File: config.mk
export PLATFORM = sky130hd
export DESIGN_NAME = instr_fetch_unit
export DESIGN_NICKNAME = d
export VERILOG_FILES = /design/src/rtl/fetch_pkg.sv /design/src/rtl/fetch_fifo.sv /design/src/rtl/instr_fetch_unit.sv
export SDC_FILE = /design/constraint.sdc
export NUM_CORES = 1
export LEC_CHECK = 0
export ABC_CLOCK_PERIOD_IN_PS = 3600
export BUFFER_PORTS_ARGS = -buffer_cell sky130_fd_sc_hd__buf_2
export CAP_MARGIN = 20
export CORE_ASPECT_RATIO = 0.6
export CORE_MARGIN = 5
export CORE_UTILIZATION = 35
export DETAILED_ROUTE_END_ITERATION = 8
export GPL_ROUTABILITY_DRIVEN = 0
export PLACE_DENSITY = 0.64
export SETUP_SLACK_MARGIN = 0.3
export SYNTH_ARGS = -nofsm -noshare
export SYNTH_HDL_FRONTEND = slang
export SYNTH_SLANG_ARGS = --single-unit
File: constraint.sdc
create_clock -name clk -period 3.6 [get_ports clk]
set_clock_uncertainty 0.15 [all_clocks]
set_input_delay 0.18 -clock clk [delete_from_list [all_inputs] [get_ports clk]]
set_output_delay 0.18 -clock clk [all_outputs]
set_load 0.05 [all_outputs]
File: src/rtl/fetch_pkg.sv
// Shared types for the instruction fetch stage: FSM states, buffered {pc,instr} entry, word size.
// No logic; imported by fetch_fifo and instr_fetch_unit.
package fetch_pkg;

    typedef enum logic [1:0] {
        S_BOOT,
        S_FETCH,
        S_MISS,
        S_FULL
    } fetch_state_t;

    typedef struct packed {
        logic [31:0] pc;
        logic [31:0] instr;
    } fetch_entry_t;

    localparam int WORD_BYTES = 4;

    function automatic logic [31:0] word_align(input logic [31:0] addr);
        return addr & ~32'(WORD_BYTES - 1);
    endfunction

endpackage

File: src/rtl/fetch_fifo.sv
// Instruction buffer: registered write, combinational head read (1-cycle push-to-head latency).
// Push is dropped when full without a same-edge pop; flush is synchronous and overrides push/pop.
module fetch_fifo
    import fetch_pkg::*;
#(
    parameter int DEPTH = 4
)
(
    input  logic                       clk,
    input  logic                       reset_n,
    input  logic                       push_i,
    input  fetch_entry_t               push_entry_i,
    input  logic                       pop_i,
    input  logic                       flush_i,
    output fetch_entry_t               head_o,
    output logic [$clog2(DEPTH):0]     level_o,
    output logic                       full_o,
    output logic                       empty_o
);
    localparam int AW = $clog2(DEPTH);
    localparam int LW = AW + 1;

    fetch_entry_t    mem_q [DEPTH];
    logic [AW-1:0]   wr_ptr_q;
    logic [AW-1:0]   rd_ptr_q;
    logic [LW-1:0]   level_q;
    logic            do_push;
    logic            do_pop;

    assign full_o  = (level_q == LW'(DEPTH));
    assign empty_o = (level_q == '0);
    assign do_pop  = pop_i && !empty_o;
    assign do_push = push_i && (!full_o || do_pop);

    always_ff @(posedge clk or negedge reset_n) begin
        if (!reset_n) begin
            wr_ptr_q <= '0;
            rd_ptr_q <= '0;
            level_q  <= '0;
        end else if (flush_i) begin
            wr_ptr_q <= '0;
            rd_ptr_q <= '0;
            level_q  <= '0;
        end else begin
            if (do_push) wr_ptr_q <= wr_ptr_q + 1'b1;
            if (do_pop)  rd_ptr_q <= rd_ptr_q + 1'b1;
            level_q <= level_q + LW'(do_push) - LW'(do_pop);
        end
    end

    always_ff @(posedge clk) begin
        if (do_push && !flush_i) mem_q[wr_ptr_q] <= push_entry_i;
    end

    // Gate the head so stale or never-written storage is never visible downstream.
    assign head_o  = empty_o ? '0 : mem_q[rd_ptr_q];
    assign level_o = level_q;

endmodule

File: src/rtl/instr_fetch_unit.sv
// Fetch stage: sequential word PCs into the I-cache, miss stalls, redirects, {pc,instr} buffer to decode.
// Cache word to instr_valid in 1 cycle; fetch pauses (oe_n=1) while the buffer is full and not popped.
module instr_fetch_unit
    import fetch_pkg::*;
#(
    parameter logic [31:0] START_ADDRESS = 32'h0040_0000,
    parameter int          FIFO_DEPTH    = 4
)
(
    input  logic                          clk,
    input  logic                          reset_n,
    input  logic                          redirect_valid,
    input  logic [31:0]                   redirect_pc,
    output logic [31:0]                   cache_addr,
    output logic                          cache_ce_n,
    output logic                          cache_oe_n,
    input  logic [31:0]                   cache_data,
    input  logic                          cache_hold,
    output logic                          instr_valid,
    input  logic                          instr_ready,
    output logic [31:0]                   instr_data,
    output logic [31:0]                   instr_pc,
    output logic [$clog2(FIFO_DEPTH):0]   fifo_level
);
    localparam logic [31:0] START_PC = word_align(START_ADDRESS);

    fetch_state_t  state_q, state_d;
    logic [31:0]   pc_q, pc_d;
    logic          ce_n_q, ce_n_d;
    logic          oe_n_q, oe_n_d;
    logic          pending_q, pending_d;
    logic [31:0]   target_q, target_d;

    logic          fifo_push;
    logic          fifo_pop;
    logic          fifo_flush;
    logic          fifo_full;
    logic          fifo_empty;
    logic          room;
    fetch_entry_t  push_entry;
    fetch_entry_t  head;
    logic [31:0]   redirect_aligned;
    logic [31:0]   pc_next_seq;

    assign redirect_aligned = word_align(redirect_pc);
    assign pc_next_seq      = pc_q + 32'(WORD_BYTES);
    assign fifo_pop         = instr_ready && !fifo_empty;
    assign room             = !fifo_full || fifo_pop;
    assign push_entry       = '{pc: pc_q, instr: cache_data};

    always_ff @(posedge clk or negedge reset_n) begin
        if (!reset_n) begin
            state_q   <= S_BOOT;
            pc_q      <= START_PC;
            ce_n_q    <= 1'b1;
            oe_n_q    <= 1'b1;
            pending_q <= 1'b0;
            target_q  <= '0;
        end else begin
            state_q   <= state_d;
            pc_q      <= pc_d;
            ce_n_q    <= ce_n_d;
            oe_n_q    <= oe_n_d;
            pending_q <= pending_d;
            target_q  <= target_d;
        end
    end

    always_comb begin
        state_d = state_q;
        unique case (state_q)
            S_BOOT:  state_d = S_FETCH;
            S_FETCH: begin
                if (redirect_valid)  state_d = S_FETCH;
                else if (cache_hold) state_d = S_MISS;
                else if (!room)      state_d = S_FULL;
            end
            S_MISS: begin
                if (!cache_hold) begin
                    if (redirect_valid || pending_q || room) state_d = S_FETCH;
                    else                                      state_d = S_FULL;
                end
            end
            S_FULL: begin
                if (redirect_valid || room) state_d = S_FETCH;
            end
            default: state_d = S_BOOT;
        endcase
    end

    always_comb begin
        pc_d       = pc_q;
        ce_n_d     = ce_n_q;
        oe_n_d     = oe_n_q;
        pending_d  = pending_q;
        target_d   = target_q;
        fifo_push  = 1'b0;
        fifo_flush = 1'b0;
        unique case (state_q)
            S_BOOT: begin
                ce_n_d = 1'b0;
                oe_n_d = 1'b0;
                if (redirect_valid) begin
                    fifo_flush = 1'b1;
                    pc_d       = redirect_aligned;
                end
            end
            S_FETCH: begin
                if (redirect_valid) begin
                    fifo_flush = 1'b1;
                    pc_d       = redirect_aligned;
                    oe_n_d     = 1'b0;
                end else if (!cache_hold) begin
                    if (room) begin
                        fifo_push = 1'b1;
                        pc_d      = pc_next_seq;
                    end else begin
                        oe_n_d = 1'b1;
                    end
                end
            end
            S_MISS: begin
                // The cache is filling the line for pc_q, so the address must not move until hold drops.
                if (cache_hold) begin
                    if (redirect_valid) begin
                        fifo_flush = 1'b1;
                        pending_d  = 1'b1;
                        target_d   = redirect_aligned;
                    end
                end else if (redirect_valid) begin
                    fifo_flush = 1'b1;
                    pc_d       = redirect_aligned;
                    pending_d  = 1'b0;
                end else if (pending_q) begin
                    pc_d      = target_q;
                    pending_d = 1'b0;
                end else if (room) begin
                    fifo_push = 1'b1;
                    pc_d      = pc_next_seq;
                end else begin
                    oe_n_d = 1'b1;
                end
            end
            S_FULL: begin
                if (redirect_valid) begin
                    fifo_flush = 1'b1;
                    pc_d       = redirect_aligned;
                    oe_n_d     = 1'b0;
                end else if (room) begin
                    oe_n_d = 1'b0;
                end
            end
            default: begin
                oe_n_d = 1'b1;
            end
        endcase
    end

    fetch_fifo #(
        .DEPTH (FIFO_DEPTH)
    ) u_fifo (
        .clk          (clk),
        .reset_n      (reset_n),
        .push_i       (fifo_push),
        .push_entry_i (push_entry),
        .pop_i        (fifo_pop),
        .flush_i      (fifo_flush),
        .head_o       (head),
        .level_o      (fifo_level),
        .full_o       (fifo_full),
        .empty_o      (fifo_empty)
    );

    assign cache_addr  = pc_q;
    assign cache_ce_n  = ce_n_q;
    assign cache_oe_n  = oe_n_q;
    assign instr_valid = !fifo_empty;
    assign instr_data  = head.instr;
    assign instr_pc    = head.pc;

endmodule

## Word-level counts from Yosys, hierarchy flattened

Memories as Yosys holds them, arrays and structs flattened.
Index checks and enable logic that the tools add are counted.

| cells by class | value |
|---|---|
| add/subtract/negate cells | 5 |
| reductions and logical operators | 23 |
| muxes and demuxes | 43 |
| eq/ne operators | 13 |

Operators with widths:

| kind | count |
|---|---|
| two-way mux 32 bit | 7 |
| case mux 32 bit (3 select lines) | 1 |
| two-way mux 64 bit | 1 |
| adder 32 x 3 -> 32 bit (second input constant) | 1 |
| two-way mux 1 bit | 20 |
| two-way mux 2 bit | 10 |
| != test 2 bit (second input constant) | 5 |
| AND reduction 3 bit | 3 |
| case mux 2 bit (4 select lines) | 1 |
| != test 3 bit (second input constant) | 2 |
| logical OR 1 bit | 5 |
| AND reduction 5 bit | 1 |
| adder 2 x 1 -> 2 bit (second input constant) | 2 |
| == test 2 bit (second input constant) | 2 |
| logical AND 1 bit | 4 |
| != test 4 bit (second input constant) | 1 |
| case mux 1 bit (4 select lines) | 1 |
| nonzero test 2 bit | 2 |
| OR reduction 4 bit | 1 |
| adder 3 x 1 -> 3 bit | 1 |
| == test 3 bit (second input constant) | 1 |
| logical NOT 1 bit | 3 |
| logical NOT 3 bit | 1 |
| two-way mux 3 bit | 1 |
| other kinds (7) | 7 |

| storage, ports and cells | value |
|---|---|
| bits in writable memories | 256 |
| logic and storage cells | 94 |
| flip-flop bits (word level) | 74 |
| input bits | 69 |
| memories | 1 |
| output and inout port bits | 102 |

Memories:

| memory | depth | width | read ports | clocked after Yosys merged registers in | wr ports | RTL line | text |
|---|---|---|---|---|---|---|---|
| u_fifo.mem_q | 4 | 64 | 1 | 0 | 1 | fetch_fifo.sv:23 | `fetch_entry_t mem_q [DEPTH];` |

## Longest topological paths before layout

Gate-level depths: netlist of run 1.

| logic depth | value |
|---|---|
| depth after elaboration | 13 |
| depth in mapped cells | 12 |

## Cells and area by module

From an unflattened synthesis of run 1, not the netlist that was laid out.

| second synthesis, totals | value |
|---|---|
| cell total of the unflattened synthesis | 1,002 |
| area total of the unflattened synthesis | 14,790.4 sq um |

By module, submodules not included:

| module | times used | cells each | area an instance (sq um) |
|---|---|---|---|
| fetch_fifo | 1 | 452 | 10,119.7 |
| instr_fetch_unit | 1 | 550 | 4,670.7 |

## Worst setup path after synthesis of run 1

No wires, ideal clock.

| path | value |
|---|---|
| path kind | register to register |
| from | register state_q[0] |
| to | memory u_fifo.mem_q[1][0] (netlist name) (enable) |
| arrival | 3.260 ns |
| required time | 3.024 ns |
| buffers on the path | 1 |
| path slack | -0.237 ns |
| setup time | 0.426 ns |
| cell stages (with the launch flop) | 7 |
| cell sequence | dfrtp_1 inv_1 ha_1 clkbuf_1 nand2_1 nor3_1 and2_1 |

| on the way | value |
|---|---|
| cells in the longest elaborated chain, start to end | 6 |
| elaborated cells between the ends (all ways) | 7 |
| those cells by class | eq/ne (2); mux (3); reduce/logical (2) |

RTL lines:

| item | RTL line | text |
|---|---|---|
| start: declaration | instr_fetch_unit.sv:27 | `fetch_state_t state_q, state_d;` |
| start signal: assignment | instr_fetch_unit.sv:60 | `state_q <= state_d;` |
| == test 2 bit / == test 2 x 1 -> 1 bit (equally long branches) | instr_fetch_unit.sv:99 | `unique case (state_q)` |
| case mux 1 bit (2 select lines) * | instr_fetch_unit.sv:99 |  |
| logical AND 1 bit * | fetch_fifo.sv:33 | `assign do_push = push_i && (!full_o \|\| do_pop);` |
| logical AND 1 bit * | fetch_fifo.sv:52 | `if (do_push && !flush_i) mem_q[wr_ptr_q] <= push_entry_i;` |
| two-way mux 1 bit * | fetch_fifo.sv:52 |  |
| two-way mux 1 bit (not written as such) * | fetch_fifo.sv:52 |  |
| end: declaration | fetch_fifo.sv:23 |  |

Every way passes the cells marked *; elsewhere a longest branch is shown, timed or not.

## Worst setup path after layout of run 1

| path | value |
|---|---|
| from | register u_fifo.rd_ptr_q[0] |
| to | output instr_pc[19] |

| on the way | value |
|---|---|
| cells in the longest elaborated chain, start to end | 2 |

RTL lines:

| item | RTL line | text |
|---|---|---|
| start: declaration | fetch_fifo.sv:25 | `logic [AW-1:0] rd_ptr_q;` |
| start signal: assignment | fetch_fifo.sv:46 | `if (do_pop) rd_ptr_q <= rd_ptr_q + 1'b1;` |
| memory read (4 x 64 bit) | n/a |  |
| two-way mux 64 bit | fetch_fifo.sv:56 | `assign head_o = empty_o ? '0 : mem_q[rd_ptr_q];` |
| end: declaration | instr_fetch_unit.sv:22 | `output logic [31:0] instr_pc,` |

No other way between the ends.

==> results.py, run 1 <==
metrics = {
    "power_and_ir_drop": {
        "p_leak_uw": 0.00647,
        "ir_drop_mv": 0.398,
        "powerDensity_nw_per_um2": 894,
        "finalPower_uw": 15700,
    },
    "final_layout": {
        "fillers": 3603,
        "drive_gt1_share_pct": 29.5,
        "seq_area_um2": 9260,
        "most-common-layout-cells": "edfxtp_1 (248), buf_2 (163), and2_1 (67), dfrtp_1 (67), dlygate4sd3_1 (67)",
        "stdcell_area_um2": 17600,
        "final_common_cell": "edfxtp_1",
        "multi_input_area_um2": 4830,
        "num_antenna_cells": 0,
        "nNetsFinal": 1305,
        "stdcell_count": 1777,
        "synthToLayoutAreaGrowth_pct": 22.2,
    },
    "global_route": {
        "grt_pass1_vias": 9773,
        "antenna_found_initial": 0,
        "grt.overflow.total": 0,
        "grt_use_total_pct": 16.7,
        "grt_pass1_wl_um": 59500,
        "grt_max_degree": 73,
    },
    "setup_path": {
        "crit_type": "reg -> out",
        "crit_fanout": 22,
        "crit_path_end_kind": "primary output",
        "start_kind": "flop",
        "cp_cell_sequence": "buf_4, mux4_2, and2_1, buf_2",
        "slowest_delay_ns": 0.72,
        "cp.required_ns": 3.27,
        "cp.arrival_ns": 2.74,
        "cp_slowest_cell": "dfrtp_4",
    },
    "place": {
        "place_ws_ns": 0.711,
        "portBuffers": 164,
        "placed_cells": 1654,
        "dpl_cell_area_um2": 16000,
        "dpl.hpwl_um": 25500,
    },
    "route": {
        "vias": 9562,
        "drc_errors": 0,
        "wl_per_cell_um": 21.7,
        "wl_um": 38600,
        "antenna_left": 0,
        "drt_pre_antenna_iters": 5,
        "vias_per_cell": 5.38,
        "drt_iter0_markers": 955,
    },
    "clock_network": {
        "clockRootBuffer": "clkbuf_16",
        "clock-sinks": 320,
        "cts_made_buffers": 31,
        "cts_buffer_depth": 3,
        "insertion_delay_ns": 0.59,
        "path_clk_slew_ns": 0.06,
        "htree_levels": 1,
        "cts.repair.resized": 0,
        "cts_tree": "yes",
    },
    "timing": {
        "fin_crit_sh_pct": 85.2,
        "setup_ws_ns": 0.534,
        "fin_tns_setup_ns": 0,
        "relSlewSlack_pct": 43.9,
        "max_freq_mhz": 326,
        "setup_violations": 0,
        "rsz0062_at_grt": "no",
        "drv_slew": 0,
        "hold_viol": 0,
        "worstMarginPinSlew_ns": 0.839,
        "fin_crit_ns": 3.07,
    },
    "synth": {
        "ys.flop_type": "edfxtp_1",
        "syn-cell-area_um2": 14400,
        "synthCells": 986,
        "netlist_top_cells_area": "edfxtp_1 (52%), dfrtp_1 (12%), mux4_2 (9.7%)",
        "synth-edff-count": 248,
        "yosysWarnings": 0,
        "synth_cell_type_count": 76,
        "avgSynthCellArea_um2": 14.6,
        "yosysTopAreaCell": "edfxtp_1",
        "async_flop_share_pct": 22.5,
        "synth.top_cell.area_share_pct": 51.7,
        "seq_area_frac_synth_pct": 64.2,
        "synth-seq-cells": 320,
    },
    "floorplanning": {
        "dieWidth_um": 272,
        "pin_count": 171,
        "core_area_um2": 40600,
        "start_util_pct": 35.5,
        "rows": 57,
        "die_area_um2": 45500,
        "die_h_um": 167,
    },
    "flow_run": {
        "maxCapViolations": 0,
    },
    "worst_hold_path": {
        "min_path_type": "in -> reg",
    },
    "status": {
        "outcome": "completed",
    },
}
[layout make-up]
class	instances	area share (%)
Timing Repair Buffer	272	10.8
Multi-Input combinational cell	586	27.4
Sequential cell	320	52.5
Inverter	13	0.277
Clock buffer	37	4.53
Tap cell	531	3.77
Clock inverter	18	0.639
[synth_stat cells, types with 3 or more instances]
| library cell | count |
|---|---|
| and3_1 | 12 |
| o22ai_1 | 3 |
| buf_1 | 5 |
| a2bb2oi_1 | 4 |
| nor2b_1 | 6 |
| nor2_1 | 35 |
| o221ai_1 | 4 |
| nand4_1 | 8 |
| ha_1 | 11 |
| nor3_1 | 16 |
| dfstp_2 | 3 |
| or3_1 | 3 |
| a21o_1 | 3 |
| a22o_1 | 7 |
| inv_1 | 12 |
| a221o_1 | 6 |
| a21oi_1 | 51 |
| a31oi_1 | 10 |
| nand3_1 | 24 |
| a221oi_1 | 14 |
| nand2b_1 | 6 |
| and2_1 | 71 |
| buf_4 | 4 |
| clkbuf_1 | 45 |
| a211o_1 | 5 |
| a22oi_1 | 5 |
| nand2_1 | 58 |
| mux4_2 | 62 |
| nor4_1 | 3 |
| edfxtp_1 | 248 |
| xor2_1 | 8 |
| o31ai_1 | 7 |
| buf_2 | 15 |
| dfrtp_1 | 69 |
| mux2_2 | 32 |
| o21ai_0 | 47 |
| xnor2_1 | 8 |
| o22a_1 | 3 |
| mux2i_1 | 5 |
| a211oi_1 | 3 |
[path summary, 6_finish.rpt]
kind	to	startpoint	slack [ns]	depth (start not counted)
max	instr_pc[19]	u_fifo.rd_ptr_q[0]	0.53	4
min	u_fifo.mem_q[0][23]	cache_data[23]	0.21	2
max reg2reg	u_fifo.level_o[2]	state_q[0]	0.64	12
min reg2reg	cache_ce_n	cache_ce_n	0.33	1
max in group asynchronous	cache_oe_n	reset_n	2.17	4
min in group asynchronous	target_q[26]	reset_n	0.49	3
[flip-flops by register name (all words and copies together), names as in the netlist]
name,cells
state_q,2
cache_ce_n,1
u_fifo.rd_ptr_q,2
target_q,30
cache_addr,30
u_fifo.wr_ptr_q,2
cache_oe_n,1
u_fifo.level_o,3
pending_q,1
u_fifo.mem_q,248
[through the flow]
stage | hold slack [ns] | utilization (%)
2_1_floorplan | -0.266 | -
3_3_place_gp | 0.247 | 39.5
3_5_place_dp | 0.251 | 39.5
4_1_cts | 0.168 | 43.3
5_1_grt | 0.187 | 43.4
6_report | 0.205 | 43.4
[critical path: cells and delay by family (launching register included)]
| kind | cells | cell delay (ns) |
|---|---|---|
| flops | 1 | 0.72 |
| buf+inv | 2 | 0.64 |
| mux | 1 | 0.57 |
| simple gates | 1 | 0.20 |
[logic make-up after synthesis]
kind of cell	count (synthesis)	synth area share [%]
xor+xnor	17	1.08
compound gates	198	9.10
flops	320	64.2
buf+inv	83	2.45
mux	99	12.5
simple gates	256	9.55
other cells	1	0.0260
fa+ha+maj	12	1.09
[metal layers]
| metal | wire, um | up-vias | global-route usage (%) |
|---|---|---|---|
| met5 | 0 | - | 0 |
| met4 | 592 | 0 | 2.80 |
| met3 | 3480 | 45 | 5.23 |
| met2 | 17500 | 374 | 26.2 |
| met1 | 17000 | 4824 | 23.4 |
| li1 | - | 4319 | - |
[report_power, final]
part           leakage [uW]  switching [uW]  internal, uW  total (uW)
sequential          0.00315             776          4730        5500
clock              0.000447            1410          1590        2990
combinational       0.00287            4880          2370        7250
total               0.00647            7060          8680       15700
[what timing repair did]
action                                 CTS  global route
hold buffers                            66             1
setup buffers                            0             0
endpoints found under the hold margin  261             4
(Power assumes the default switching activity.)
==> inputs of run 2 (changes only) <==
--- a/config.mk
+++ b/config.mk
@@ -6,4 +6,5 @@
 export NUM_CORES = 1
 export LEC_CHECK = 0
+export ABC_AREA = 1
 export ABC_CLOCK_PERIOD_IN_PS = 3600
 export BUFFER_PORTS_ARGS = -buffer_cell sky130_fd_sc_hd__buf_2
@@ -11,8 +12,8 @@
 export CORE_ASPECT_RATIO = 0.6
 export CORE_MARGIN = 5
-export CORE_UTILIZATION = 35
+export CORE_UTILIZATION = 40
 export DETAILED_ROUTE_END_ITERATION = 8
 export GPL_ROUTABILITY_DRIVEN = 0
-export PLACE_DENSITY = 0.64
+export PLACE_DENSITY = 0.7
 export SETUP_SLACK_MARGIN = 0.3
 export SYNTH_ARGS = -nofsm -noshare
--- a/constraint.sdc
+++ b/constraint.sdc
@@ -3,3 +3,3 @@
 set_input_delay 0.18 -clock clk [delete_from_list [all_inputs] [get_ports clk]]
 set_output_delay 0.18 -clock clk [all_outputs]
-set_load 0.05 [all_outputs]
+set_load 0.005 [all_outputs]
==> run 2 against run 1 <==
Synthesized area increased by 4.2%. Global-route usage is 2.8 points higher. Critical path depth is 1 higher. Sequential cell count unchanged. Die area down 8.4%. Final cell count is 30% higher. Critical endpoint is now instr_pc[9]. Largest cell class unchanged.
==> results.py, run 2 <==
metrics = {
    "power_and_ir_drop": {
        "p_leak_uw": 0.00734,
        "ir_drop_mv": 0.428,
        "powerDensity_nw_per_um2": 730,
        "finalPower_uw": 13200,
    },
    "final_layout": {
        "synthToLayoutAreaGrowth_pct": 20.4,
        "largest_reg_flops": 248,
        "nNetsFinal": 1855,
        "num_antenna_cells": 0,
        "regMostFlops": "u_fifo.mem_q",
        "most-common-layout-cells": "nor2_1 (330), nand2_1 (323), edfxtp_1 (248), o21ai_0 (166), buf_2 (163)",
        "drive_gt1_share_pct": 16.1,
        "final_common_cell": "nor2_1",
    },
    "timing": {
        "fin_crit_ns": 3.06,
        "worstMarginPinSlew_ns": 0.989,
        "hold-worst-slack_ns": 0.119,
        "setup_ws_ns": 0.540,
        "max_freq_mhz": 327,
        "relSlewSlack_pct": 34.1,
        "fin_crit_sh_pct": 85.0,
        "setup_violations": 0,
        "rsz0062_at_grt": "no",
        "fin_tns_setup_ns": 0,
        "drv_slew": 0,
        "hold_viol": 0,
    },
    "global_route": {
        "grt_pass1_wl_um": 64600,
        "antenna_found_initial": 0,
        "gr-usage-met1_pct": 28.7,
        "met3_usage_pct": 2.96,
        "grt.overflow.total": 0,
        "grt_use_total_pct": 19.5,
        "grt_use_met2_pct": 30.5,
        "grt_pass1_vias": 11300,
        "busiest_layer": "met2",
        "grt_max_degree": 94,
    },
    "place": {
        "portBuffers": 164,
        "place_ws_ns": 0.680,
        "dpl.hpwl_um": 24900,
    },
    "setup_path": {
        "worstSetupStartpoint": "u_fifo.rd_ptr_q[0]",
        "crit_path_end_kind": "primary output",
        "start_kind": "flop",
        "cp.arrival_ns": 2.73,
        "crit_fanout": 41,
        "reg2regPathDepth": 12,
        "regToRegEndpoint": "u_fifo.mem_q[0][21]",
        "rrSetupSlack_ns": 0.61,
        "cp.required_ns": 3.27,
        "critPathCapture": "instr_pc[9]",
        "crit_type": "reg -> out",
        "reg2reg_from": "state_q[1]",
    },
    "synth": {
        "synth_cell_type_count": 42,
        "netlist_top_cells_area": "edfxtp_1 (50%), dfrtp_1 (11%), nor2_1 (8.4%)",
        "synthCells": 1573,
        "async_flop_share_pct": 22.5,
        "synth.top_cell.area_share_pct": 49.6,
        "avgSynthCellArea_um2": 9.55,
        "syn-cell-area_um2": 15000,
        "synth-edff-count": 248,
        "synth-seq-cells": 320,
        "ys.flop_type": "edfxtp_1",
        "synth_most_common_cell": "nor2_1",
        "yosysWarnings": 0,
        "yosysTopAreaCell": "edfxtp_1",
        "synth_common_cells": "nor2_1 (335), nand2_1 (323), edfxtp_1 (248), o21ai_0 (166), a21oi_1 (106)",
        "seq_area_frac_synth_pct": 61.6,
    },
    "floorplanning": {
        "core_area_um2": 37400,
        "die_h_um": 160,
        "start_util_pct": 40.2,
        "dieWidth_um": 260,
        "pin_count": 171,
        "rows": 55,
        "die_area_um2": 41700,
    },
    "flow_run": {
        "maxCapViolations": 0,
    },
    "clock_network": {
        "cts_made_buffers": 31,
        "insertion_delay_ns": 0.59,
        "clock-sinks": 320,
        "clockRootBuffer": "clkbuf_16",
        "htree_levels": 1,
        "path_clk_slew_ns": 0.07,
        "cts_tree": "yes",
        "cts_setup_buffers": 0,
        "cts_buffer_depth": 3,
    },
    "status": {
        "outcome": "completed",
    },
    "route": {
        "vias_per_cell": 5.18,
        "wl_per_cell_um": 18.0,
        "antenna_left": 0,
        "wl_um": 41600,
        "drt_pre_antenna_iters": 7,
        "vias": 12000,
        "drt_iter0_markers": 1100,
        "drc_errors": 0,
    },
    "worst_hold_path": {
        "min_path_type": "in -> async",
    },
}
==> run 2: final cells by class <==
class,count,area [um2]
Sequential cell,320,9260
Tap cell,513,642
Clock inverter,21,184
Fill cell,3382,19300
Timing Repair Buffer,258,1790
Multi-Input combinational cell,1093,5150
Inverter,70,263
Clock buffer,35,801
==> run 2: worst min-delay path by stage <==
stage,endpoint,slack (ns)
floorplan,cache_addr[10],-0.27
global placement,target_q[21],0.24
detailed placement,target_q[21],0.25
CTS,pending_q,0.15
global route,u_fifo.mem_q[2][31],0.19
finish,target_q[23],0.12
==> run 2: worst max-delay path, cell delays in order, from the launching register on <==
cell and delay, ns:
dfrtp_4 0.67, inv_2 0.39, buf_4 0.43, o21ai_0 0.18
a21oi_1 0.27, buf_2 0.18
==> run 2: logic make-up (layout without fill, tap and decap cells) <==
kind of cell / Yosys count / count (layout) / share of synthesized area (%)
multiplexers: 18 / 18 / 1.35
buffers and inverters: 163 / 384 / 4.49
flip-flops: 320 / 320 / 61.6
AND/OR/NAND/NOR: 727 / 727 / 19.7
adder cells (fa/ha/maj): 12 / 12 / 1.05
other: 1 / 4 / 0.0250
AO/OA/AOI/OAI: 320 / 320 / 11.1
XOR/XNOR: 12 / 12 / 0.700
==> run 2: repair_timing <==
| action | CTS | global route |
|---|---|---|
| hold endpoints to repair | 266 | 0 |
| endpoints found under the setup margin | 0 | 0 |
| hold buffers | 69 | 0 |
| gates resized for setup | 0 | 0 |
==> run 2: per-stage QoR <==
step,area (um2),utilization [%],cells
2_1_floorplan,15000,-,1576
3_3_place_gp,16400,43.9,2185
3_5_place_dp,16400,43.9,2185
4_1_cts,18100,48.4,2310
5_1_grt,18100,48.4,2310
6_report,18100,48.4,2310
==> run 2: report_power, final <==
| group | internal [uW] | total, uW | switching [uW] |
|---|---|---|---|
| Sequential | 4660 | 5470 | 817 |
| Clock | 1750 | 3190 | 1440 |
| Combinational | 1650 | 4550 | 2900 |
| Total | 8060 | 13200 | 5150 |
==> run 2: metal layers <==
metal  part of all wire [%]  wire (um)  vias to the layer above
met2                     45      18800                      498
met4                    2.3        976                        0
met5                      0          0                        -
met1                     44      18400                     5698
li1                       -          -                     5707
met3                    8.3       3440                       63
